### src/rtl/bus_cycle_sequencer_if.sv
// Request, response and bus-side signals of the bus cycle sequencer.
// Request handshake: a request transfers on the rising clk edge where req_valid && req_ready.
interface bus_cycle_sequencer_if;
   logic        req_valid;
   logic        req_ready;
   logic        req_write;
   logic        req_io;
   logic [19:0] req_addr;
   logic [7:0]  req_wdata;
   logic        mem_read;
   logic        mem_write;
   logic        io_read;
   logic        io_write;
   logic [19:0] addr_out;
   logic [7:0]  data_out;
   logic        bus_ready;
   logic [7:0]  bus_rdata;
   logic        resp_valid;
   logic [7:0]  resp_rdata;
   logic        resp_err;

   modport slave (
      input  req_valid, req_write, req_io, req_addr, req_wdata, bus_ready, bus_rdata,
      output req_ready, mem_read, mem_write, io_read, io_write, addr_out, data_out,
             resp_valid, resp_rdata, resp_err
   );

   modport master (
      output req_valid, req_write, req_io, req_addr, req_wdata, bus_ready, bus_rdata,
      input  req_ready, mem_read, mem_write, io_read, io_write, addr_out, data_out,
             resp_valid, resp_rdata, resp_err
   );
endinterface

### src/rtl/bus_cycle_sequencer.sv
// Turns single-beat requests into T1-T2-T3-(Tw)-T4 bus cycles with wait states,
// timeout abort and a one-cycle response pulse.
module bus_cycle_sequencer #(
   parameter int unsigned WAIT_TIMEOUT = 15
) (
   input  logic                  clk,
   input  logic                  rst,
   bus_cycle_sequencer_if.slave  bus,
   output logic [2:0]            dbg_state
);

   localparam int unsigned CW = $clog2(WAIT_TIMEOUT + 1);

   typedef enum logic [2:0] {
      S_IDLE = 3'd0,
      S_T1   = 3'd1,
      S_T2   = 3'd2,
      S_T3   = 3'd3,
      S_TW   = 3'd4,
      S_T4   = 3'd5
   } state_t;

   state_t         state_q, state_d;
   logic [CW-1:0]  cnt_q, cnt_d;
   logic [CW-1:0]  cnt_inc;
   logic           write_q, write_d;
   logic [3:0]     strb_q, strb_d;      // {mem_read, mem_write, io_read, io_write}
   logic [19:0]    addr_q, addr_d;
   logic [7:0]     data_q, data_d;
   logic           resp_valid_q, resp_valid_d;
   logic [7:0]     resp_rdata_q, resp_rdata_d;
   logic           resp_err_q, resp_err_d;

   function automatic logic [3:0] strobe_sel(input logic wr, input logic io);
      if (io) strobe_sel = wr ? 4'b0001 : 4'b0010;
      else    strobe_sel = wr ? 4'b0100 : 4'b1000;
   endfunction

   assign cnt_inc = cnt_q + CW'(1);

   always_comb begin
      state_d      = state_q;
      cnt_d        = cnt_q;
      write_d      = write_q;
      strb_d       = strb_q;
      addr_d       = addr_q;
      data_d       = data_q;
      resp_valid_d = 1'b0;
      resp_rdata_d = resp_rdata_q;
      resp_err_d   = resp_err_q;
      case (state_q)
         S_IDLE, S_T4: begin
            strb_d  = 4'b0000;
            state_d = S_IDLE;
            if (bus.req_valid) begin
               state_d = S_T1;
               cnt_d   = '0;
               write_d = bus.req_write;
               strb_d  = strobe_sel(bus.req_write, bus.req_io);
               addr_d  = bus.req_io ? {4'h0, bus.req_addr[15:0]} : bus.req_addr;
               data_d  = bus.req_write ? bus.req_wdata : 8'h00;
            end
         end
         S_T1: state_d = S_T2;
         S_T2: state_d = S_T3;
         S_T3, S_TW: begin
            if (state_q == S_TW) cnt_d = cnt_inc;
            if (bus.bus_ready) begin
               state_d      = S_T4;
               strb_d       = 4'b0000;
               resp_valid_d = 1'b1;
               resp_rdata_d = write_q ? 8'h00 : bus.bus_rdata;
               resp_err_d   = 1'b0;
            end else if (state_q == S_TW && cnt_inc == CW'(WAIT_TIMEOUT)) begin
               // Ready has priority; only a still-stalled target is aborted.
               state_d      = S_T4;
               strb_d       = 4'b0000;
               resp_valid_d = 1'b1;
               resp_rdata_d = 8'h00;
               resp_err_d   = 1'b1;
            end else begin
               state_d = S_TW;
            end
         end
         default: begin
            state_d = S_IDLE;
            strb_d  = 4'b0000;
         end
      endcase
   end

   always_ff @(posedge clk or negedge rst) begin
      if (!rst) begin
         state_q      <= S_IDLE;
         cnt_q        <= '0;
         write_q      <= 1'b0;
         strb_q       <= 4'b0000;
         addr_q       <= 20'h00000;
         data_q       <= 8'h00;
         resp_valid_q <= 1'b0;
         resp_rdata_q <= 8'h00;
         resp_err_q   <= 1'b0;
      end else begin
         state_q      <= state_d;
         cnt_q        <= cnt_d;
         write_q      <= write_d;
         strb_q       <= strb_d;
         addr_q       <= addr_d;
         data_q       <= data_d;
         resp_valid_q <= resp_valid_d;
         resp_rdata_q <= resp_rdata_d;
         resp_err_q   <= resp_err_d;
      end
   end

   assign bus.req_ready  = (state_q == S_IDLE) || (state_q == S_T4);
   assign bus.mem_read   = strb_q[3];
   assign bus.mem_write  = strb_q[2];
   assign bus.io_read    = strb_q[1];
   assign bus.io_write   = strb_q[0];
   assign bus.addr_out   = addr_q;
   assign bus.data_out   = data_q;
   assign bus.resp_valid = resp_valid_q;
   assign bus.resp_rdata = resp_rdata_q;
   assign bus.resp_err   = resp_err_q;
   assign dbg_state      = state_q;

endmodule

### src/flat_wrapper.sv
// flat-port wrapper written by rule: the top's interface ports become plain ports
module bus_cycle_sequencer_flat 
#(
   parameter int unsigned WAIT_TIMEOUT = 15
)
  (clk, rst, dbg_state, bus_req_valid, bus_req_write, bus_req_io, bus_req_addr, bus_req_wdata, bus_bus_ready, bus_bus_rdata, bus_req_ready, bus_mem_read, bus_mem_write, bus_io_read, bus_io_write, bus_addr_out, bus_data_out, bus_resp_valid, bus_resp_rdata, bus_resp_err);
  bus_cycle_sequencer_if bus_i ();
  input  logic clk;
  input  logic rst;
  output logic [2:0] dbg_state;
  input wire logic [$bits(bus_i.req_valid)-1:0] bus_req_valid;
  input wire logic [$bits(bus_i.req_write)-1:0] bus_req_write;
  input wire logic [$bits(bus_i.req_io)-1:0] bus_req_io;
  input wire logic [$bits(bus_i.req_addr)-1:0] bus_req_addr;
  input wire logic [$bits(bus_i.req_wdata)-1:0] bus_req_wdata;
  input wire logic [$bits(bus_i.bus_ready)-1:0] bus_bus_ready;
  input wire logic [$bits(bus_i.bus_rdata)-1:0] bus_bus_rdata;
  output wire logic [$bits(bus_i.req_ready)-1:0] bus_req_ready;
  output wire logic [$bits(bus_i.mem_read)-1:0] bus_mem_read;
  output wire logic [$bits(bus_i.mem_write)-1:0] bus_mem_write;
  output wire logic [$bits(bus_i.io_read)-1:0] bus_io_read;
  output wire logic [$bits(bus_i.io_write)-1:0] bus_io_write;
  output wire logic [$bits(bus_i.addr_out)-1:0] bus_addr_out;
  output wire logic [$bits(bus_i.data_out)-1:0] bus_data_out;
  output wire logic [$bits(bus_i.resp_valid)-1:0] bus_resp_valid;
  output wire logic [$bits(bus_i.resp_rdata)-1:0] bus_resp_rdata;
  output wire logic [$bits(bus_i.resp_err)-1:0] bus_resp_err;
  assign bus_i.req_valid = bus_req_valid;
  assign bus_i.req_write = bus_req_write;
  assign bus_i.req_io = bus_req_io;
  assign bus_i.req_addr = bus_req_addr;
  assign bus_i.req_wdata = bus_req_wdata;
  assign bus_i.bus_ready = bus_bus_ready;
  assign bus_i.bus_rdata = bus_bus_rdata;
  assign bus_req_ready = bus_i.req_ready;
  assign bus_mem_read = bus_i.mem_read;
  assign bus_mem_write = bus_i.mem_write;
  assign bus_io_read = bus_i.io_read;
  assign bus_io_write = bus_i.io_write;
  assign bus_addr_out = bus_i.addr_out;
  assign bus_data_out = bus_i.data_out;
  assign bus_resp_valid = bus_i.resp_valid;
  assign bus_resp_rdata = bus_i.resp_rdata;
  assign bus_resp_err = bus_i.resp_err;
  bus_cycle_sequencer #(.WAIT_TIMEOUT(WAIT_TIMEOUT)) u_core (.clk(clk), .rst(rst), .bus(bus_i), .dbg_state(dbg_state));
endmodule
### config.mk
export PLATFORM = sky130hd
export DESIGN_NAME = bus_cycle_sequencer_flat
export DESIGN_NICKNAME = d
export VERILOG_FILES = /design/src/rtl/bus_cycle_sequencer_if.sv /design/src/rtl/bus_cycle_sequencer.sv /design/src/flat_wrapper.sv
export SDC_FILE = /design/constraint.sdc
export NUM_CORES = 1
export LEC_CHECK = 0
export CAP_MARGIN = 25
export CORE_MARGIN = 2
export CORE_UTILIZATION = 36
export DETAILED_ROUTE_END_ITERATION = 7
export DONT_BUFFER_PORTS = 1
export PLACE_DENSITY = 0.48
export SETUP_SLACK_MARGIN = 0.3
export SLEW_MARGIN = 20
export SYNTH_ARGS = -nofsm -noshare
export SYNTH_HDL_FRONTEND = slang
export SYNTH_SLANG_ARGS = --single-unit
### constraint.sdc
create_clock -name clk -period 2.56 [get_ports clk]
set_clock_uncertainty 0.05 [all_clocks]
set_input_delay 0.768 -clock clk [delete_from_list [all_inputs] [get_ports clk]]
set_output_delay 0.768 -clock clk [all_outputs]
set_load 0.01 [all_outputs]
==> results.yml, run 1 <==
setup_path:
  cp_num_buf_inv: 0
  arrival_ps: 1290
  crit_chain: "xor2_1 > nor2_2"
  cp.depth: 2
  path_class: "reg2out"
  ff2ff_setup_slack_ps: 680
  cp-startpoint: "u_core.dbg_state[0]$_DFF_PN0_"
  r2r_cells: 6
  rr_startpoint: "u_core.cnt_q[0]$_DFFE_PN0P_"
  critPathLaunchType: "register"
  crit_fanout: 7
  end_kind: "output pin"
  slowest_stage: "dfrtp_1"
  crit_path_max_incr_delay_ps: 560
  timing.rr.end: "u_core.strb_q[3]$_DFFE_PN0P_"
  crit_end: "bus_req_ready"
  required_ps: 1740
  crit_family: "flip-flops"
yosys:
  synth_edf_count: 0
  synth_top_area_cell: "dfrtp_1"
  ys_seq_area_share_pct: 57.4
  yosysWarnings: 0
  ys_async_sr_fraction_pct: 100
  synthTopCellsByArea: "dfrtp_1, nand2_1, a22o_1"
  syn_inst: 216
  syn_avg_cell_area_sq_um: 10.1
  yosysTopAreaCellShare_pct: 57.4
  ys.flop_type: "dfrtp_1"
  synth_area_sq_mm: 0.00218
  ys_ff_latch: 50
  ys_types: 38
  synth_fp_nets: 260
finish:
  design_area_sq_mm: 0.00230
  n_fill_cell: 599
  num_antenna_cells: 0
  drive_above_1_share_pct: 10.3
  area_growth_pct: 5.68
  final_nets: 257
  final_cell_mix: "nand2_1, dfrtp_1, nand3_1, a22o_1, o21ai_0"
  mostFrequentLayoutCell: "nand2_1"
pwr:
  pwr-share-comb_pct: 27.0
  pwr-share-clk_pct: 17.1
  p_switching_mw: 1.13
  peakVddDrop_v: 0.000513
  p_sw_share_pct: 40.9
  leakagePower_nw: 1.15
  p_seq_share_pct: 55.9
  p_int_mw: 1.64
  p_per_area_mw_per_mm2: 1200
  finalPower_mw: 2.77
clock_network:
  cts.sinks: 50
  clock_latency_ps: 300
  cts_tree: "built"
  cts_hold_buf: 0
  cts_buffer_depth: 2
  h-tree-depth: 2
  cts_buffers: 5
  root_buffer: "clkbuf_8"
  path_clk_slew_ps: 90
place:
  dpl_cell_area_sq_mm: 0.00220
  hpwl_microns: 3390
  globalplace.congestion: 0.860
  port_buffers: 0
detailed_routing:
  viasPerCell: 5.15
  drc: 0
  postRouteWirelength_microns: 4630
  dr.pass1.iters: 5
  drt_iter0_drc: 72
  ant_nets: 0
  wl_per_cell_microns: 16.0
  routed-via-count: 1488
grt:
  grt_first_pass_wirelength_microns: 7070
  grt_max_degree: 51
  grt_pass1_vias: 1425
  antenna_found_initial: 0
  grt_overflow: 0
  grt_usage_pct: 13.8
floorplanning:
  design.die.area_sq_mm: 0.00669
  die_height_microns: 81.8
  die_x_microns: 81.8
  num_rows: 28
  io_pins: 88
  core_area_sq_mm: 0.00589
  start_util_pct: 37.0
timing:
  rsz0062_at_grt: "no"
  fmax_ghz: 0.473
  worst_pin_slew_ps: 491
  final.min_clock_period_ps: 2110
  fin_tns_setup_ps: 0
  slew_headroom_pct: 67.3
  finalMaxSlewViolations: 0
  fin_crit_sh_pct: 82.5
  hold_viol: 0
  finalSetupViolCount: 0
min_path:
  hold_class: "in2async"
status:
  status: "completed"
flow_run:
  drv_cap: 0
worst min-delay path by stage:
stage,end,slack (ps)
after floorplan,u_core.write_q$_DFFE_PN0P_,390
after global routing,u_core.bus.resp_rdata[1]$_DFFE_PN0P_,80
after detailed placement,u_core.bus.resp_rdata[4]$_DFFE_PN0P_,420
after global placement,u_core.bus.resp_rdata[4]$_DFFE_PN0P_,420
after CTS,u_core.bus.resp_rdata[4]$_DFFE_PN0P_,90
final,u_core.cnt_q[2]$_DFFE_PN0P_,110
registers in the layout (all words and copies together), names as in the netlist:
signal / cells
u_core.bus.resp_valid: 1
u_core.bus.resp_err: 1
u_core.write_q: 1
u_core.bus.data_out: 8
u_core.dbg_state: 3
u_core.cnt_q: 4
u_core.strb_q: 4
u_core.bus.resp_rdata: 8
u_core.bus.addr_out: 20
metrics by stage:
stage / hold WS, ps / instances / worst slack (ps) / util, %
floorplan: 393 / 216 / 802 / -
global placement: 424 / 281 / 631 / 37.5
detailed placement: 424 / 281 / 582 / 37.5
CTS: 93.1 / 289 / 309 / 39.1
global route: 78.4 / 289 / 357 / 39.1
finish: 106 / 289 / 447 / 39.1
repair_timing:
item | in CTS | in global routing
hold endpoints to repair | 0 | 0
setup buffers | 0 | 0
resized for setup | 0 | 2
endpoints found under the setup margin | 0 | 1
power by group through the flow:
stage / Combinational (mW) / Sequential (mW) / Clock [mW]
after floorplan: 0.739 / 1.43 / 0
after global placement: 0.711 / 1.56 / 0
after detailed placement: 0.761 / 1.57 / 0
after CTS: 0.759 / 1.56 / 0.493
after global routing: 0.869 / 1.60 / 0.526
final: 0.748 / 1.55 / 0.473
cell families (layout without fill, tap and decap cells):
logic type | count (synthesis) | after routing | synth area share, %
AND/OR/NAND/NOR | 117 | 117 | 24.9
flip-flops | 50 | 50 | 57.4
AO/OA/AOI/OAI | 28 | 28 | 10.8
buffers and inverters | 16 | 14 | 4.53
adder cells (fa/ha/maj) | 3 | 3 | 1.61
XOR/XNOR | 2 | 2 | 0.804
cell type report:
class	count	area (sq um)	share of cell area, %
Clock inverter	2	12.5	0.543
Sequential cell	50	1250	54.4
Tap cell	75	93.8	4.07
Inverter	4	15.0	0.652
Clock buffer	6	82.6	3.59
Multi-Input combinational cell	150	832	36.1
Timing Repair Buffer	2	15.0	0.652
synth_stat cells (all sizes together) (2+ instances only):
cell type,n
clkbuf,5
nor2,8
o21ai,10
nand2b,4
nand3b,4
o31ai,3
o2bb2ai,2
nand3,10
a22o,10
nand2,84
dfrtp,50
inv,4
buf,6
ha,2
per-layer routing:
| metal | up-vias | global-route usage [%] | wire (microns) |
|---|---|---|---|
| met5 | - | 0 | 0 |
| met4 | 0 | 4.00 | 25 |
| met3 | 2 | 5.16 | 384 |
| met2 | 51 | 22.4 | 2230 |
| met1 | 728 | 17.3 | 1990 |
| li1 | 707 | - | - |
Note: power is estimated with default switching activity, not from simulation.
==> run 2: changes to the inputs <==
- clock period: 2.56 -> 2.1 ns (I/O delays scaled with it)
==> run 2 against run 1 <==
  * The flow now finishes with violations (hold timing)
  * Setup slack got worse by 320 ps
  * Flip-flop and latch count did not move
  * First-iteration DRC count is 22% lower
  * Cell count is 3.5% higher
==> results.yml, run 2 (synthesis gave the netlist of run 1 again) <==
status:
  status: "complete, but fails checks"
  violations: "hold timing"
timing:
  fin_crit_sh_pct: 93.8
  worst_slack_ps: 131
  fmax_ghz: 0.508
  slew_headroom_pct: 77.1
  finalSetupViolCount: 0
  fin_tns_setup_ps: 0
  hold_ws_ps: -33.1
  rsz0062_at_grt: "yes"
  worst_pin_slew_ps: 342
  finalMaxSlewViolations: 0
  final.min_clock_period_ps: 1970
  hold_viol: 50
grt:
  met1_usage_pct: 17.5
  busiest_layer: "met2"
  grt_first_pass_wirelength_microns: 7470
  grt_pass1_vias: 1572
  grt_usage_pct: 14.8
  gr-usage-met2_pct: 24.7
  grt_max_degree: 51
  antenna_found_initial: 0
  grt_overflow: 0
  use_met3_pct: 5.16
setup_path:
  path_class: "reg2out"
  end_kind: "output pin"
  rr_startpoint: "u_core.cnt_q[0]$_DFFE_PN0P_"
  critPathLaunchType: "register"
  cp-startpoint: "u_core.dbg_state[2]$_DFF_PN0_"
  arrival_ps: 1290
  crit_fanout: 6
  required_ps: 1420
place:
  port_buffers: 0
  placed_cells: 285
  globalplace.congestion: 0.762
  dpl_worst_slack_ps: 278
  hpwl_microns: 3570
  dpl_cell_area_sq_mm: 0.00223
finish:
  final_cell_mix: "nand2_1, dfrtp_1, nand3_1, a22o_1, buf_4"
  drive_above_1_share_pct: 17.0
  design_area_sq_mm: 0.00245
  mostFrequentLayoutCell: "nand2_1"
  final_nets: 267
  area_growth_pct: 12.4
  num_antenna_cells: 0
  final_cells: 299
  largest_reg_flops: 20
  n_fill_cell: 604
floorplanning:
  num_rows: 28
  die_x_microns: 81.8
  die_height_microns: 81.8
  io_pins: 88
  core_area_sq_mm: 0.00589
  design.die.area_sq_mm: 0.00669
  start_util_pct: 37.0
clock_network:
  cts_tree: "built"
  cts_buffer_depth: 2
  cts_buffers: 5
  h-tree-depth: 2
  clock_latency_ps: 300
  cts.sinks: 50
  root_buffer: "clkbuf_8"
  path_clk_slew_ps: 90
detailed_routing:
  viasPerCell: 5.12
  ant_nets: 0
  routed-via-count: 1530
  dr.pass1.iters: 4
  postRouteWirelength_microns: 4890
  drc: 0
  wl_per_cell_microns: 16.4
  drt_iter0_drc: 56
pwr:
  finalPower_mw: 3.65
  leakagePower_nw: 1.23
  p_per_area_mw_per_mm2: 1490
  peakVddDrop_v: 0.000670
min_path:
  hold_class: "in2async"
flow_run:
  drv_cap: 0
-- run 2: changes by cell type in the layout (fill, tap and decap cells not counted), sizes merged --
cell      change
buf          +10
bufinv        +1
clkbuf        +1
clkinv        -1
clkinvlp      -1
-- run 2: layer usage --
layer,up-vias,part of all wire (%)
met5,-,0
met4,0,1.1
met3,5,8.0
met2,49,49
met1,757,42
li1,719,-
-- run 2: worst paths after layout --
path / end / slack (ps) / cells past startpoint
hold / removal: u_core.bus.resp_rdata[4]$_DFFE_PN0P_ / -30 / 0
min in group clk: u_core.strb_q[1]$_DFFE_PN0P_ / 360 / 1
max in group asynchronous: u_core.bus.data_out[6]$_DFFE_PN0P_ / 1940 / 0
setup / recovery: bus_req_ready / 130 / 3
hold reg to reg: u_core.write_q$_DFFE_PN0P_ / 470 / 2
setup reg to reg: u_core.bus.resp_rdata[6]$_DFFE_PN0P_ / 330 / 8
-- run 2: metrics by stage --
stage	util (%)	hold slack, ps
finish	41.6	-33.1
global route	41.6	-61.0
CTS	40.2	-45.1
detailed placement	38.0	286
global placement	38.0	286
floorplan	-	284
-- run 2: final cells by class --
class / instances / area [sq um] / share of cell area [%]
multi-input combinational: 150 / 878 / 35.9
clock inverter: 1 / 30.0 / 1.23
tap: 75 / 93.8 / 3.83
inverter: 4 / 15.0 / 0.613
sequential: 50 / 1250 / 51.2
timing repair buffer: 12 / 101 / 4.14
clock buffer: 7 / 76.3 / 3.12
-- run 2: report_power, final --
part           switching [mW]  total (mW)  internal, mW
sequential              0.516        1.87          1.36
clock                   0.300       0.657         0.357
combinational           0.624        1.12         0.497
-- run 2: worst max-delay path: stages (launching register included) --
cell and delay, ps:
dfrtp_2 500, xor2_1 200, nor2_2 150, buf_4 140
-- run 2: what timing repair did --
action,4_1_cts,5_1_grt
hold endpoints to repair,50,50
resized for setup,2,14
pin swaps,0,7
endpoints found under the setup margin,12,23
cloned,0,1
setup buffers,3,2
==> run 3: changes to the inputs <==
- CORE_UTILIZATION: 36 -> 35
- PLACE_DENSITY: 0.48 -> 0.47
- RECOVER_POWER: not set -> 100
==> run 3 against run 2 <==
  * The flow still finishes with violations (hold timing)
  * Sequential power barely moved
  * Critical path depth is 6 higher
  * Hold slack lost 8.6 ps
  * Count of clock-buffer cells in the layout stayed put
  * Combinational power up 7%
  * Via count up 1.0%
  * Flip-flop and latch count is the same
  * Global-route usage about the same
  * First-iteration DRC count is 71% higher
  * Critical path type is now reg2reg
  * Highest routed layer unchanged
==> results.yml, run 3 (synthesis gave the netlist of run 1 again) <==
status:
  status: "complete, but fails checks"
  violations: "hold timing"
clock_network:
  cts_buffers: 5
  cts.sinks: 50
  path_clk_slew_ps: 100
  root_buffer: "clkbuf_8"
  h-tree-depth: 2
  cts_buffer_depth: 2
  clock_latency_ps: 290
  cts_tree: "built"
floorplanning:
  core_area_sq_mm: 0.00596
  start_util_pct: 36.6
  design.die.area_sq_mm: 0.00687
  die_height_microns: 82.9
  io_pins: 88
  num_rows: 28
  die_x_microns: 82.9
setup_path:
  slowest_stage: "dfrtp_1"
  critPathLaunchType: "register"
  crit_chain: "buf_6 > inv_4 > ha_4 > nand2b_1 > buf_4 > nor4_4 > clkbuf_1 > o31ai_1 > a22o_1"
  arrival_ps: 2100
  crit_fanout: 4
  crit_path_max_incr_delay_ps: 410
  end_kind: "register"
  required_ps: 2250
  path_class: "reg2reg"
timing:
  hold_viol: 50
  finalSetupViolCount: 0
  rsz0062_at_grt: "yes"
  fmax_ghz: 0.513
  finalMaxSlewViolations: 0
  hold_ws_ps: -41.7
  worst_pin_slew_ps: 545
  slew_headroom_pct: 63.4
  final.min_clock_period_ps: 1950
  fin_tns_setup_ps: 0
  fin_crit_sh_pct: 92.8
place:
  globalplace.congestion: 0.759
  hpwl_microns: 3640
  dpl_cell_area_sq_mm: 0.00223
  port_buffers: 0
detailed_routing:
  dr.pass1.iters: 4
  drt_iter0_drc: 96
  postRouteWirelength_microns: 5320
  viasPerCell: 5.07
  drc: 0
  routed-via-count: 1546
  wl_per_cell_microns: 17.4
  ant_nets: 0
grt:
  grt_usage_pct: 14.8
  grt_pass1_vias: 1555
  grt_first_pass_wirelength_microns: 8230
  grt_overflow: 0
  antenna_found_initial: 0
  grt_max_degree: 51
pwr:
  peakVddDrop_v: 0.000690
  p_int_mw: 2.20
  pwr-share-comb_pct: 32.6
  p_seq_share_pct: 50.5
  p_sw_share_pct: 40.4
  pwr-share-clk_pct: 16.9
  p_switching_mw: 1.49
  p_per_area_mw_per_mm2: 1490
  leakagePower_nw: 1.24
finish:
  area_growth_pct: 13.1
  drive_above_1_share_pct: 17.0
  mostFrequentLayoutCell: "nand2_1"
  design_area_sq_mm: 0.00246
  final_nets: 273
  final_cell_mix: "nand2_1, dfrtp_1, nand3_1, a22o_1, o21ai_0"
  largest_reg_flops: 20
  num_antenna_cells: 0
min_path:
  hold_class: "in2async"
flow_run:
  drv_cap: 0
[run 3: what timing repair did]
action,CTS,global route
setup buffers,4,7
gates resized for setup,2,21
pin swaps,2,15
endpoints found under the setup margin,13,38
endpoints found under the hold margin,50,50
cloned,0,2
[run 3: per-layer routing]
layer  up-vias  wire length [microns]  track usage, %
met3         5                    383            6.36
met1       757                   2390            19.0
met5         -                      0               0
li1        734                      -               -
met2        50                   2500            23.1
met4         0                     50            3.87
[run 3: power groups by stage]
stage          Sequential (mW)  Combinational, mW  Clock [mW]
6_report                  1.86               1.20       0.622
5_1_grt                   1.91               1.36       0.693
4_1_cts                   1.88               1.05       0.644
3_5_place_dp              1.91              0.988           0
3_3_place_gp              1.90              0.931           0
2_1_floorplan             1.75              0.901           0
[run 3: final cells by class]
type	count	area, sq um
multi-input cells	151	871
clock inverters	1	8.76
repair buffers	17	125
fillers	580	3490
inverters	4	17.5
well taps	75	93.8
clock buffers	7	96.3
flip-flops and latches	50	1250
[run 3: critical path, delay by kind of cell, from the launching register on]
| kind | cells | cell delay (ps) |
|---|---|---|
| adders and majority gates | 1 | 120 |
| and+or+nand+nor | 2 | 310 |
| buffers and inverters | 4 | 560 |
| DFF | 1 | 410 |
| AOI/OAI and AO/OA | 2 | 410 |
[run 3: final timing paths]
path | startpoint | to | slack (ps) | depth (start not counted)
max in group asynchronous | rst | u_core.bus.addr_out[9]$_DFFE_PN0P_ | 1940 | 0
min reg2reg | u_core.cnt_q[3]$_DFFE_PN0P_ | u_core.cnt_q[3]$_DFFE_PN0P_ | 460 | 1
max | u_core.cnt_q[0]$_DFFE_PN0P_ | u_core.bus.resp_rdata[2]$_DFFE_PN0P_ | 150 | 9
min | rst | u_core.bus.resp_rdata[6]$_DFFE_PN0P_ | -40 | 0
min in group clk | bus_req_write | u_core.strb_q[1]$_DFFE_PN0P_ | 350 | 1
max reg2reg | u_core.cnt_q[0]$_DFFE_PN0P_ | u_core.bus.resp_rdata[2]$_DFFE_PN0P_ | 150 | 9
[run 3: per-stage QoR]
step,setup WS [ps],power [mW],util [%],cells
2_1_floorplan,366,2.65,-,216
3_3_place_gp,244,2.83,37.4,284
3_5_place_dp,221,2.89,37.4,284
4_1_cts,88.2,3.57,39.7,296
5_1_grt,60.3,3.97,41.4,305
6_report,151,3.68,41.4,305
